===== config.mk =====
export PLATFORM = sky130hd
export DESIGN_NAME = vrf_read_issue_pipe
export DESIGN_NICKNAME = d
export VERILOG_FILES = /design/src/rtl/vrf_read_issue_pipe.sv
export SDC_FILE = /design/constraint.sdc
export NUM_CORES = 1
export LEC_CHECK = 0
export ABC_AREA = 1
export BUFFER_PORTS_ARGS = -buffer_cell sky130_fd_sc_hd__buf_4
export CELL_PAD_IN_SITES_DETAIL_PLACEMENT = 1
export CELL_PAD_IN_SITES_GLOBAL_PLACEMENT = 1
export CORE_UTILIZATION = 35
export DETAILED_ROUTE_END_ITERATION = 8
export HOLD_SLACK_MARGIN = 0.02
export PLACE_DENSITY = 0.65
export SYNTH_ARGS = -nofsm -noshare
export SYNTH_HDL_FRONTEND = slang
export SYNTH_SLANG_ARGS = --single-unit

===== constraint.sdc =====
create_clock -name clock -period 6.5 [get_ports clock]
set_clock_uncertainty 0.05 [all_clocks]
set_input_delay 1.625 -clock clock [delete_from_list [all_inputs] [get_ports clock]]
set_output_delay 1.625 -clock clock [all_outputs]
set_load 0.01 [all_outputs]

===== src/rtl/vrf_read_issue_pipe.sv =====
// VRF read issue pipe: registers arbitrated read requests, issues them to the
// bank SRAM as {vs, offset}, tracks the fixed SRAM latency with a tag pipe and
// buffers returned data in a response FIFO guarded by a credit counter.
// Optional: define VRF_READ_STALL_CNT_EN to add the io_stall_count output.
module vrf_read_issue_pipe #(
  parameter int VS_W       = 5,
  parameter int OFFSET_W   = 7,
  parameter int SRC_W      = 2,
  parameter int IDX_W      = 3,
  parameter int DATA_W     = 32,
  parameter int READ_LAT   = 2,
  parameter int RESP_DEPTH = 4
) (
  input  logic                     clock,
  input  logic                     reset,
  output logic                     io_in_ready,
  input  logic                     io_in_valid,
  input  logic [VS_W-1:0]          io_in_bits_vs,
  input  logic [SRC_W-1:0]         io_in_bits_readSource,
  input  logic [OFFSET_W-1:0]      io_in_bits_offset,
  input  logic [IDX_W-1:0]         io_in_bits_instructionIndex,
  output logic                     io_sram_ren,
  output logic [VS_W+OFFSET_W-1:0] io_sram_addr,
  input  logic [DATA_W-1:0]        io_sram_rdata,
  input  logic                     io_resp_ready,
  output logic                     io_resp_valid,
  output logic [DATA_W-1:0]        io_resp_bits_data,
  output logic [SRC_W-1:0]         io_resp_bits_readSource,
  output logic [IDX_W-1:0]         io_resp_bits_instructionIndex
`ifdef VRF_READ_STALL_CNT_EN
  ,
  output logic [15:0]              io_stall_count
`endif
);

  localparam int CNT_W = $clog2(RESP_DEPTH + 1);
  localparam int PTR_W = $clog2(RESP_DEPTH);

  logic             in_fire;
  logic             resp_fire;
  logic             push;
  logic             fifo_full;
  logic [CNT_W-1:0] outstanding;

  logic [SRC_W-1:0] issue_src;
  logic [IDX_W-1:0] issue_idx;

  logic [READ_LAT-1:0]            tag_v;
  logic [READ_LAT-1:0][SRC_W-1:0] tag_src;
  logic [READ_LAT-1:0][IDX_W-1:0] tag_idx;

  logic [DATA_W-1:0] fifo_data [RESP_DEPTH];
  logic [SRC_W-1:0]  fifo_src  [RESP_DEPTH];
  logic [IDX_W-1:0]  fifo_idx  [RESP_DEPTH];
  logic [PTR_W-1:0]  wr_ptr;
  logic [PTR_W-1:0]  rd_ptr;
  logic [CNT_W-1:0]  fifo_count;

  // Ready depends only on the credit register, never on io_resp_ready.
  assign io_in_ready = (outstanding != CNT_W'(RESP_DEPTH));
  assign in_fire     = io_in_valid && io_in_ready;
  assign resp_fire   = io_resp_valid && io_resp_ready;

  // One credit per request from acceptance until its response is popped.
  always_ff @(posedge clock or posedge reset) begin
    if (reset) begin
      outstanding <= '0;
    end else if (in_fire && !resp_fire) begin
      outstanding <= outstanding + CNT_W'(1);
    end else if (!in_fire && resp_fire) begin
      outstanding <= outstanding - CNT_W'(1);
    end
  end

  // Issue stage: one-cycle ren pulse per accepted request, address held after.
  always_ff @(posedge clock or posedge reset) begin
    if (reset) begin
      io_sram_ren  <= 1'b0;
      io_sram_addr <= '0;
      issue_src    <= '0;
      issue_idx    <= '0;
    end else begin
      io_sram_ren <= in_fire;
      if (in_fire) begin
        io_sram_addr <= {io_in_bits_vs, io_in_bits_offset};
        issue_src    <= io_in_bits_readSource;
        issue_idx    <= io_in_bits_instructionIndex;
      end
    end
  end

  // Tag pipe follows each ren through the SRAM latency; clearing it on reset
  // makes any data still coming out of the SRAM harmless.
  always_ff @(posedge clock or posedge reset) begin
    if (reset) begin
      tag_v   <= '0;
      tag_src <= '0;
      tag_idx <= '0;
    end else begin
      tag_v[0]   <= io_sram_ren;
      tag_src[0] <= issue_src;
      tag_idx[0] <= issue_idx;
      for (int k = 1; k < READ_LAT; k++) begin
        tag_v[k]   <= tag_v[k-1];
        tag_src[k] <= tag_src[k-1];
        tag_idx[k] <= tag_idx[k-1];
      end
    end
  end

  assign push      = tag_v[READ_LAT-1];
  assign fifo_full = (fifo_count == CNT_W'(RESP_DEPTH));

  // Response FIFO storage and pointers; pointers wrap naturally (power of 2).
  always_ff @(posedge clock or posedge reset) begin
    if (reset) begin
      wr_ptr     <= '0;
      rd_ptr     <= '0;
      fifo_count <= '0;
      for (int i = 0; i < RESP_DEPTH; i++) begin
        fifo_data[i] <= '0;
        fifo_src[i]  <= '0;
        fifo_idx[i]  <= '0;
      end
    end else begin
      if (push) begin
        fifo_data[wr_ptr] <= io_sram_rdata;
        fifo_src[wr_ptr]  <= tag_src[READ_LAT-1];
        fifo_idx[wr_ptr]  <= tag_idx[READ_LAT-1];
        wr_ptr            <= wr_ptr + PTR_W'(1);
      end
      if (resp_fire) begin
        rd_ptr <= rd_ptr + PTR_W'(1);
      end
      if (push && !resp_fire) begin
        fifo_count <= fifo_count + CNT_W'(1);
      end else if (!push && resp_fire) begin
        fifo_count <= fifo_count - CNT_W'(1);
      end
    end
  end

  assign io_resp_valid                 = (fifo_count != '0);
  assign io_resp_bits_data             = fifo_data[rd_ptr];
  assign io_resp_bits_readSource       = fifo_src[rd_ptr];
  assign io_resp_bits_instructionIndex = fifo_idx[rd_ptr];

  // Credits make a push into a full FIFO without a same-cycle pop impossible.
  assert property (@(posedge clock) disable iff (reset) !(push && fifo_full && !resp_fire));

`ifdef VRF_READ_STALL_CNT_EN
  // Saturating count of cycles where a request waited for a credit.
  always_ff @(posedge clock or posedge reset) begin
    if (reset) begin
      io_stall_count <= '0;
    end else if (io_in_valid && !io_in_ready && (io_stall_count != 16'hFFFF)) begin
      io_stall_count <= io_stall_count + 16'd1;
    end
  end
`else
  // Without the stall counter the datapath above is unchanged.
`endif

endmodule


# [After elaboration in Yosys (flattened, before gate mapping)]
# Cells that the tools add are included.
[classes] reduce_logical=13 bitwise=2 addsub=6 magnitude_cmp=3 mux=22 eq_ne=1
[op_table] operator="bitwise mux 128 bit" count=1
[op_table] operator="2-to-1 mux 32 bit" count=3
[op_table] operator="binary-select mux 32 bit (select 2 bit)" count=1
[op_table] operator="demux 32 bit (select 2 bit)" count=1
[op_table] operator="2-to-1 mux 3 bit" count=7
[op_table] operator="bitwise mux 12 bit" count=1
[op_table] operator="bitwise mux 8 bit" count=1
[op_table] operator="logical AND 1 bit" count=7
[op_table] operator="adder 3 x 1 -> 3 bit, second input constant" count=2
[op_table] operator="binary-select mux 3 bit (select 2 bit)" count=1
[op_table] operator="demux 3 bit (select 2 bit)" count=1
[op_table] operator=">= comparator 3 bit, second input constant" count=2
[op_table] operator="2-to-1 mux 2 bit" count=3
[op_table] operator="NOT 2 -> 3 bit" count=2
[op_table] operator="subtractor 3 x 1 -> 3 bit, second input constant" count=2
[op_table] operator="adder 2 x 1 -> 2 bit, second input constant" count=2
[op_table] operator="binary-select mux 2 bit (select 2 bit)" count=1
[op_table] operator="demux 2 bit (select 2 bit)" count=1
[op_table] operator="nonzero test 2 bit" count=2
[op_table] operator="zero test 1 bit" count=3
[op_table] operator="< comparator 3 x 1 -> 1 bit, second input constant" count=1
[op_table] operator="!= test 3 bit, second input constant" count=1
[op_table] operator="nonzero test 3 bit" count=1
[word_totals] ff_bits=188 wordCells=72

# [Longest topological paths before layout]
# Gate-level depths: netlist of run 1.
[depth] word_depth=6 ltp_mapped=13 ltp_nobuf=12

# [Worst setup path before layout of run 1]
# No wires, ideal clock.
[synth_timing] kind="input to register" from="in io_in_valid" to="reg outstanding[2]" path_slack_ns=3.439 setup_time_ns=0.117 arrival_ns=2.894 cell_stages=11 path_cell_list="buf_2 > nand2_4 > buf_6 > inv_1 > ha_1 > inv_1 > fa_1 > nand2_1 > nand3_1 > nand2_1 > nand2_1"
[synth_between] elab_chain_len=4
[synth_rtl] element="from (decl)" line="17" text="input logic io_in_valid,"
[synth_rtl] element="logical AND 1 bit *" line="61" text="assign in_fire = io_in_valid && io_in_ready;"
[synth_rtl] element="named net in_fire" line="39" text="logic in_fire;"
[synth_rtl] element="zero test 1 bit" line="70" text="end else if (!in_fire && resp_fire) begin"
[synth_rtl] element="logical AND 1 bit" line="70"
[synth_rtl] element="nonzero test 2 bit (no source line)"
[synth_rtl] element="to (signal assigned)" line="69" text="outstanding <= outstanding + CNT_W'(1);"
[synth_rtl] element="to (signal assigned)" line="71" text="outstanding <= outstanding - CNT_W'(1);"
[synth_rtl] element="to (decl)" line="43" text="logic [CNT_W-1:0] outstanding;"
# Mark *: on every way through the listed nets, which the timed path passes. The rest lies on a longest branch.
# A chain may end at the register's enable or synchronous reset.

# [Worst setup path in the final report of run 1]
[layout_timing] from="reg rd_ptr[0]" to="out io_resp_bits_data[12]"
[layout_between] elab_chain_len=4
[layout_rtl] element="from (decl)" line="56" text="logic [PTR_W-1:0] rd_ptr;"
[layout_rtl] element="from (signal assigned)" line="133" text="rd_ptr <= rd_ptr + PTR_W'(1);"
[layout_rtl] element="NOT 2 -> 3 bit (not written as such)" line="144" text="assign io_resp_bits_data = fifo_data[rd_ptr];"
[layout_rtl] element="binary-select mux 32 bit (select 2 bit)" line="144"
[layout_rtl] element="2-to-1 mux 32 bit (not written as such) (2 in a row)" line="144"
[layout_rtl] element="to (decl)" line="27" text="output logic [DATA_W-1:0] io_resp_bits_data,"
# No other way between the ends. The select of a mux whose other input is x is not followed.

==> results.py, run 1 <==
metrics = {
    "worst_setup_path": {
        "crit_slowest_cell": "inv_4",
        "cp_cell_sequence": "inv_4 > buf_4 > nand2_1 > o211ai_1 > nand2_1 > buf_4",
        "worstSetupPathType": "reg -> out",
        "cp-start-kind": "flip-flop",
        "crit_path_end_kind": "output pin",
        "r2r_cells": 9,
        "cpPeakStageDelay_ns": 0.73,
        "path_max_fanout": 102,
        "cp.arrival_ns": 2.75,
        "required_ns": 4.83,
    },
    "sta": {
        "rsz0062_at_grt": "no",
        "slew_violations": 0,
        "period_minus_slack_ns": 4.43,
        "setup_tns_ns": 0,
        "setup_viol": 0,
        "hold_violations": 0,
        "worstMarginPinSlew_ns": 1.02,
        "period_share_pct": 68.1,
        "relSlewSlack_pct": 31.9,
        "timing.fmax_ghz": 0.226,
    },
    "floorplanning": {
        "ios": 105,
        "dieArea_um2": 25000,
        "die_w_um": 158,
        "initial_core_util_pct": 36.0,
        "dieHeight_um": 158,
        "core.rowCount": 56,
        "core_um2": 23700,
    },
    "placement": {
        "gp_congestion": 0.689,
        "port_buffers": 104,
        "dp_cells": 1324,
        "place_hpwl_mm": 12.0,
    },
    "power_and_ir_drop": {
        "peakVddDrop_mv": 0.169,
        "seqPwrFrac_pct": 39.3,
        "pwr-share-clk_pct": 20.7,
        "switchingPower_mw": 2.03,
        "combPwrFrac_pct": 39.9,
        "p_int_mw": 3.18,
        "switching_share_pct": 38.9,
        "power.density_nw_per_um2": 530,
        "leakagePower_nw": 5.06,
    },
    "synthesis": {
        "yosysMostFrequentCell": "nand2_1",
        "synth_ff_type": "dfrtp_1",
        "async_flop_share_pct": 100,
        "syn_inst": 956,
        "synth_seq_cells": 188,
        "syn-num-nets": 1017,
        "synth.distinct_cells": 20,
        "ys_top_cells_by_area": "dfrtp_1 55%, nand2_1 14%, o21ai_0 7.2%, o211ai_1 6.5%, inv_1 5.5%",
        "ys_warn_count": 0,
        "synth_edf_count": 0,
        "yosysTopAreaCell": "dfrtp_1",
        "syn_area_um2": 8520,
        "synth_top_area_share_pct": 55.2,
        "ys_top_cells_by_count": "316 x nand2_1, 188 x dfrtp_1, 125 x inv_1",
        "synth_area_per_cell_um2": 8.91,
        "ys_seq_area_share_pct": 55.2,
    },
    "drt": {
        "routedWlPerCell_um": 14.7,
        "avgViaCountPerCell": 4.77,
        "vias": 6459,
        "wl_mm": 20.0,
        "ant_nets": 0,
        "dr.pass1.iters": 4,
        "drc_errors": 0,
        "drt_iter0_drc": 365,
    },
    "clock_network": {
        "clock_latency_ns": 0.43,
        "cts-hold-fix-buffers": 0,
        "h-tree-depth": 4,
        "root_buffer": "clkbuf_16",
        "cts_setup_buffers": 0,
        "cts.sinks": 188,
        "cts-buffers-inserted": 17,
        "cts_tree": "done",
        "clk_pin_slew_ns": 0.07,
        "clock_path_buffers": 2,
        "cts_resized": 0,
    },
    "job": {
        "drv_cap": 0,
    },
    "global_routing": {
        "grt_pass1_wl_mm": 33.6,
        "grt_remaining_overflow": 0,
        "grt_pass1_vias": 6609,
        "antenna_found_initial": 0,
        "grt_max_degree": 180,
        "grtUsageTotal_pct": 17.4,
    },
    "final_layout": {
        "nFillCells": 2836,
        "fin_nets": 1085,
        "stdcell_count": 1355,
        "drive_gt1_share_pct": 14.6,
        "area_growth_pct": 15.3,
        "n_antenna_cell": 0,
    },
    "min_path": {
        "whs_path_depth": 0,
        "hold_class": "reg -> reg",
    },
    "run_status": {
        "status": "completed",
    },
}
[final cells by class]
type                       count  area [um^2]  area share [%]
inverter                     126          479            4.88
multi-input combinational    581         2800            28.5
clock buffer                  18          439            4.47
clock inverter                13          168            1.71
sequential                   188         4710            47.9
timing repair buffer         110          838            8.53
tap                          319          399            4.06
[routing by layer]
layer | global-route usage (%) | share of wire [%] | wire length [um]
met1 | 22.5 | 48 | 9610
met3 | 3.09 | 3.0 | 605
met2 | 29.3 | 48 | 9610
met4 | 5.72 | 0.74 | 147
met5 | 0 | 0 | 0
[critical path: cells and delay by family (launching register included)]
family | cells | cell delay (ns)
buffers and inverters | 3 | 1.45
DFF | 1 | 0.42
and+or+nand+nor | 2 | 0.26
AOI/OAI and AO/OA | 1 | 0.12
[path summary, 6_finish.rpt]
check	from	to	slack [ns]
max	rd_ptr[0]	io_resp_bits_data[12]	2.07
min	tag_idx[1]	tag_idx[4]	0.30
max reg2reg	outstanding[0]	outstanding[1]	4.20
min reg2reg	tag_idx[1]	tag_idx[4]	0.30
max in group asynchronous	reset	rd_ptr[1]	4.01
min in group asynchronous	reset	io_sram_addr[2]	1.08
[power groups by stage]
stage                     logic, mW  registers [mW]  clock network (mW)
after CTS                      2.14            2.06                1.12
final                          2.08            2.05                1.08
after floorplan                1.57            1.95                   0
after global placement         2.07            2.06                   0
after detailed placement       2.13            2.07                   0
after global routing           2.40            2.13                1.16
[metrics by stage]
step | setup WS [ns] | util (%) | hold WS (ns) | instance area (um^2) | total power [mW]
final | 2.07 | 41.5 | 0.299 | 9830 | 5.21
after global routing | 1.86 | 41.5 | 0.304 | 9830 | 5.69
after CTS | 2.05 | 41.5 | 0.306 | 9830 | 5.31
after detailed placement | 2.53 | 38.9 | 0.286 | 9220 | 4.20
after global placement | 2.52 | 38.9 | 0.282 | 9220 | 4.13
after floorplan | 2.40 | - | 0.281 | 8520 | 3.52
[state kept, by name, summed over array words and instances (netlist names)]
name          cells
tag_idx           6
rd_ptr            2
wr_ptr            2
fifo_count        3
tag_v             2
fifo_data       128
issue_src         2
tag_src           4
issue_idx         3
fifo_src          8
fifo_idx         12
outstanding       3
io_sram_ren       1
io_sram_addr     12
[logic make-up after synthesis]
family	Yosys count	synth area share (%)
AO/OA/AOI/OAI	223	15.3
XOR/XNOR	3	0.308
adder cells (fa/ha/maj)	8	1.35
buffers and inverters	187	12.0
flip-flops	188	55.2
AND/OR/NAND/NOR	347	15.9
[cell usage in the layout, fill, tap and decap left out]
| master | instances |
|---|---|
| buf_12 | 1 |
| buf_4 | 109 |
| bufinv_16 | 3 |
| clkbuf_16 | 17 |
| clkbuf_8 | 1 |
| clkinv_2 | 2 |
| clkinv_4 | 5 |
| clkinvlp_4 | 3 |
| dfrtp_1 | 187 |
| dfrtp_2 | 1 |
| fa_1 | 2 |
| ha_1 | 6 |
| inv_1 | 123 |
| inv_2 | 1 |
| inv_4 | 1 |
| inv_6 | 1 |
| nand2_1 | 316 |
| nand2_2 | 5 |
| nand2_4 | 1 |
| nand3_1 | 21 |
| nand4_1 | 2 |
| nor2_1 | 2 |
| o211ai_1 | 74 |
| o21ai_0 | 123 |
| o21ai_1 | 26 |
| xnor2_1 | 2 |
| xor2_1 | 1 |
(Power assumes the default switching activity.)
==> run 2: changes to the inputs <==
- ABC_AREA: 1 -> 0
- PLACE_DENSITY: 0.65 -> 0.6
- clock period: 6.5 -> 3.66 ns (I/O delays scaled with it)
==> run 2 against run 1 <==
Effect of this change: the run now ends with DRC left; critical path depth decreased by 3; global-route usage is 1.4 points lower; final area decreased by 2.1%; hold slack gained 0.0023 ns; critical endpoint is now io_resp_bits_data[13]; highest routed layer unchanged.
==> results.py, run 2 <==
metrics = {
    "final_layout": {
        "layout_common_cells": "186 x dfrtp_1, 158 x mux2_2, 114 x buf_4, 37 x mux4_2, 17 x clkbuf_16",
        "final_area_um2": 9620,
        "top_regs": "fifo_data x128, fifo_idx x12, io_sram_addr x12",
        "fin_nets": 626,
        "stdcell_count": 858,
        "final_util_pct": 43.8,
        "layout_commonest_cell": "dfrtp_1",
        "nFillCells": 2120,
        "drive_gt1_share_pct": 62.6,
        "largest_reg_flops": 128,
        "n_antenna_cell": 0,
        "multi_input_area_um2": 3030,
        "area_growth_pct": 22.0,
        "seq_area_um2": 4710,
        "largest_register": "fifo_data",
    },
    "sta": {
        "period_minus_slack_ns": 3.13,
        "slew_violations": 0,
        "setup_viol": 0,
        "timing.fmax_ghz": 0.319,
        "rsz0062_at_grt": "no",
        "setup_tns_ns": 0,
        "layout_setup_ws_ns": 0.526,
        "worstMarginPinSlew_ns": 0.774,
        "relSlewSlack_pct": 48.2,
        "hold_violations": 0,
        "period_share_pct": 85.6,
        "holdWs_ns": 0.301,
    },
    "synthesis": {
        "synth_seq_cells": 188,
        "synth_edf_count": 0,
        "ys_top_cells_by_area": "dfrtp_1 60%, mux2_2 23%, mux4_2 11%, mux2_4 1.7%, buf_2 1.1%",
        "syn-num-nets": 511,
        "ys_top_cells_by_count": "188 x dfrtp_1, 158 x mux2_2, 37 x mux4_2",
        "syn_inst": 450,
        "ys_warn_count": 0,
        "yosysTopAreaCell": "dfrtp_1",
        "async_flop_share_pct": 100,
        "synth.distinct_cells": 22,
        "synth_ff_type": "dfrtp_1",
        "synth_top_area_share_pct": 59.6,
        "syn_area_um2": 7890,
        "ys_seq_area_share_pct": 59.6,
        "synth_area_per_cell_um2": 17.5,
        "yosysMostFrequentCell": "dfrtp_1",
    },
    "job": {
        "drv_cap": 0,
    },
    "clock_network": {
        "clk_pin_slew_ns": 0.07,
        "clock_latency_ns": 0.43,
        "root_buffer": "clkbuf_16",
        "cts-buffers-inserted": 17,
        "cts_setup_buffers": 0,
        "clock_path_buffers": 2,
        "cts_tree": "done",
        "h-tree-depth": 4,
        "cts-hold-fix-buffers": 0,
        "cts.sinks": 188,
        "cts_resized": 0,
    },
    "worst_setup_path": {
        "rrSetupSlack_ns": 1.35,
        "reg2reg_to": "fifo_count[2]",
        "path_max_fanout": 21,
        "regToRegStartpoint": "fifo_count[1]",
        "required_ns": 2.69,
        "crit_path_end_kind": "output pin",
        "cp.arrival_ns": 2.17,
        "worstSetupPathType": "reg -> out",
        "crit_end": "io_resp_bits_data[13]",
        "r2r_cells": 8,
        "cp-start-kind": "flip-flop",
        "crit_path_start": "rd_ptr[0]",
    },
    "floorplanning": {
        "die_w_um": 152,
        "core.rowCount": 54,
        "initial_core_util_pct": 35.9,
        "dieArea_um2": 23100,
        "dieHeight_um": 152,
        "ios": 105,
        "core_um2": 22000,
    },
    "drt": {
        "drt_iter0_drc": 116,
        "dr.pass1.iters": 6,
        "ant_nets": 0,
        "route.met3.wl_um": 827,
        "avgViaCountPerCell": 4.93,
        "wl_mm": 16.8,
        "drc_errors": 14,
        "routedWlPerCell_um": 19.6,
        "met1Wirelength_mm": 7.24,
        "top_layer": "met4",
        "routed-wl-met2_mm": 8.57,
        "vias": 4230,
    },
    "power_and_ir_drop": {
        "power.density_nw_per_um2": 966,
        "power_mw": 9.30,
        "leakagePower_nw": 4.18,
        "peakVddDrop_mv": 0.343,
    },
    "min_path": {
        "whs_path_depth": 0,
        "hold_class": "reg -> reg",
        "hp-start": "tag_src[1]",
    },
    "global_routing": {
        "grt_pass1_vias": 5063,
        "antenna_found_initial": 0,
        "grt_max_degree": 64,
        "grtUsageTotal_pct": 15.9,
        "grt_pass1_wl_mm": 28.1,
        "grt_remaining_overflow": 0,
    },
    "placement": {
        "dp_cells": 826,
        "place_area_um2": 9050,
        "place_hpwl_mm": 11.2,
        "port_buffers": 104,
        "dp_slack_ns": 0.931,
        "gp_congestion": 0.714,
    },
    "run_status": {
        "status": "finished with violations",
        "failed_checks": "DRC",
    },
}
==> run 2: cell types whose count changed in the layout (fill, tap and decap cells not counted), sizes merged, moves of 8 or more <==
cell,delta
nand3,-20
o21ai,-148
o211ai,-74
mux2,+167
nand2,-315
mux4,+37
inv,-114
buf,+8
==> run 2: kinds of logic after synthesis <==
| logic type | count (synthesis) | share of synthesized area (%) |
|---|---|---|
| fa+ha+maj | 8 | 1.46 |
| simple gates | 12 | 1.05 |
| mux | 204 | 34.8 |
| flops | 188 | 59.6 |
| xor+xnor | 9 | 0.999 |
| compound gates | 1 | 0.0634 |
| buf+inv | 28 | 1.97 |
==> run 2: worst min-delay path by stage <==
stage	endpoint	slack (ns)
2_1_floorplan	tag_idx[3]	0.28
3_3_place_gp	tag_src[2]	0.29
3_5_place_dp	tag_src[2]	0.29
4_1_cts	tag_v[1]	0.30
5_1_grt	tag_src[3]	0.32
6_report	tag_src[3]	0.30
==> run 2: worst max-delay path, cell delays in order (launching register included) <==
cell	delay, ns
dfrtp_4	0.73
buf_4	0.31
mux4_2	0.54
buf_4	0.16
==> run 2: power by group <==
group / switching [mW] / internal (mW) / total, mW
combinational: 1.41 / 2.33 / 3.74
sequential: 0.655 / 3.10 / 3.75
clock: 0.832 / 0.976 / 1.81
total: 2.89 / 6.41 / 9.30
==> run 2: layout make-up <==
cell class | count | area share [%]
timing repair buffer | 118 | 9.72
tap | 280 | 3.64
multi-input combinational | 234 | 31.5
clock buffer | 19 | 4.60
sequential | 188 | 48.9
clock inverter | 13 | 1.35
inverter | 6 | 0.273
==> run 2: per-layer routing <==
metal / track usage (%) / up-vias
li1: - / 1876
met5: 0 / -
met1: 20.1 / 2253
met3: 4.84 / 12
met4: 4.62 / 0
met2: 26.4 / 89
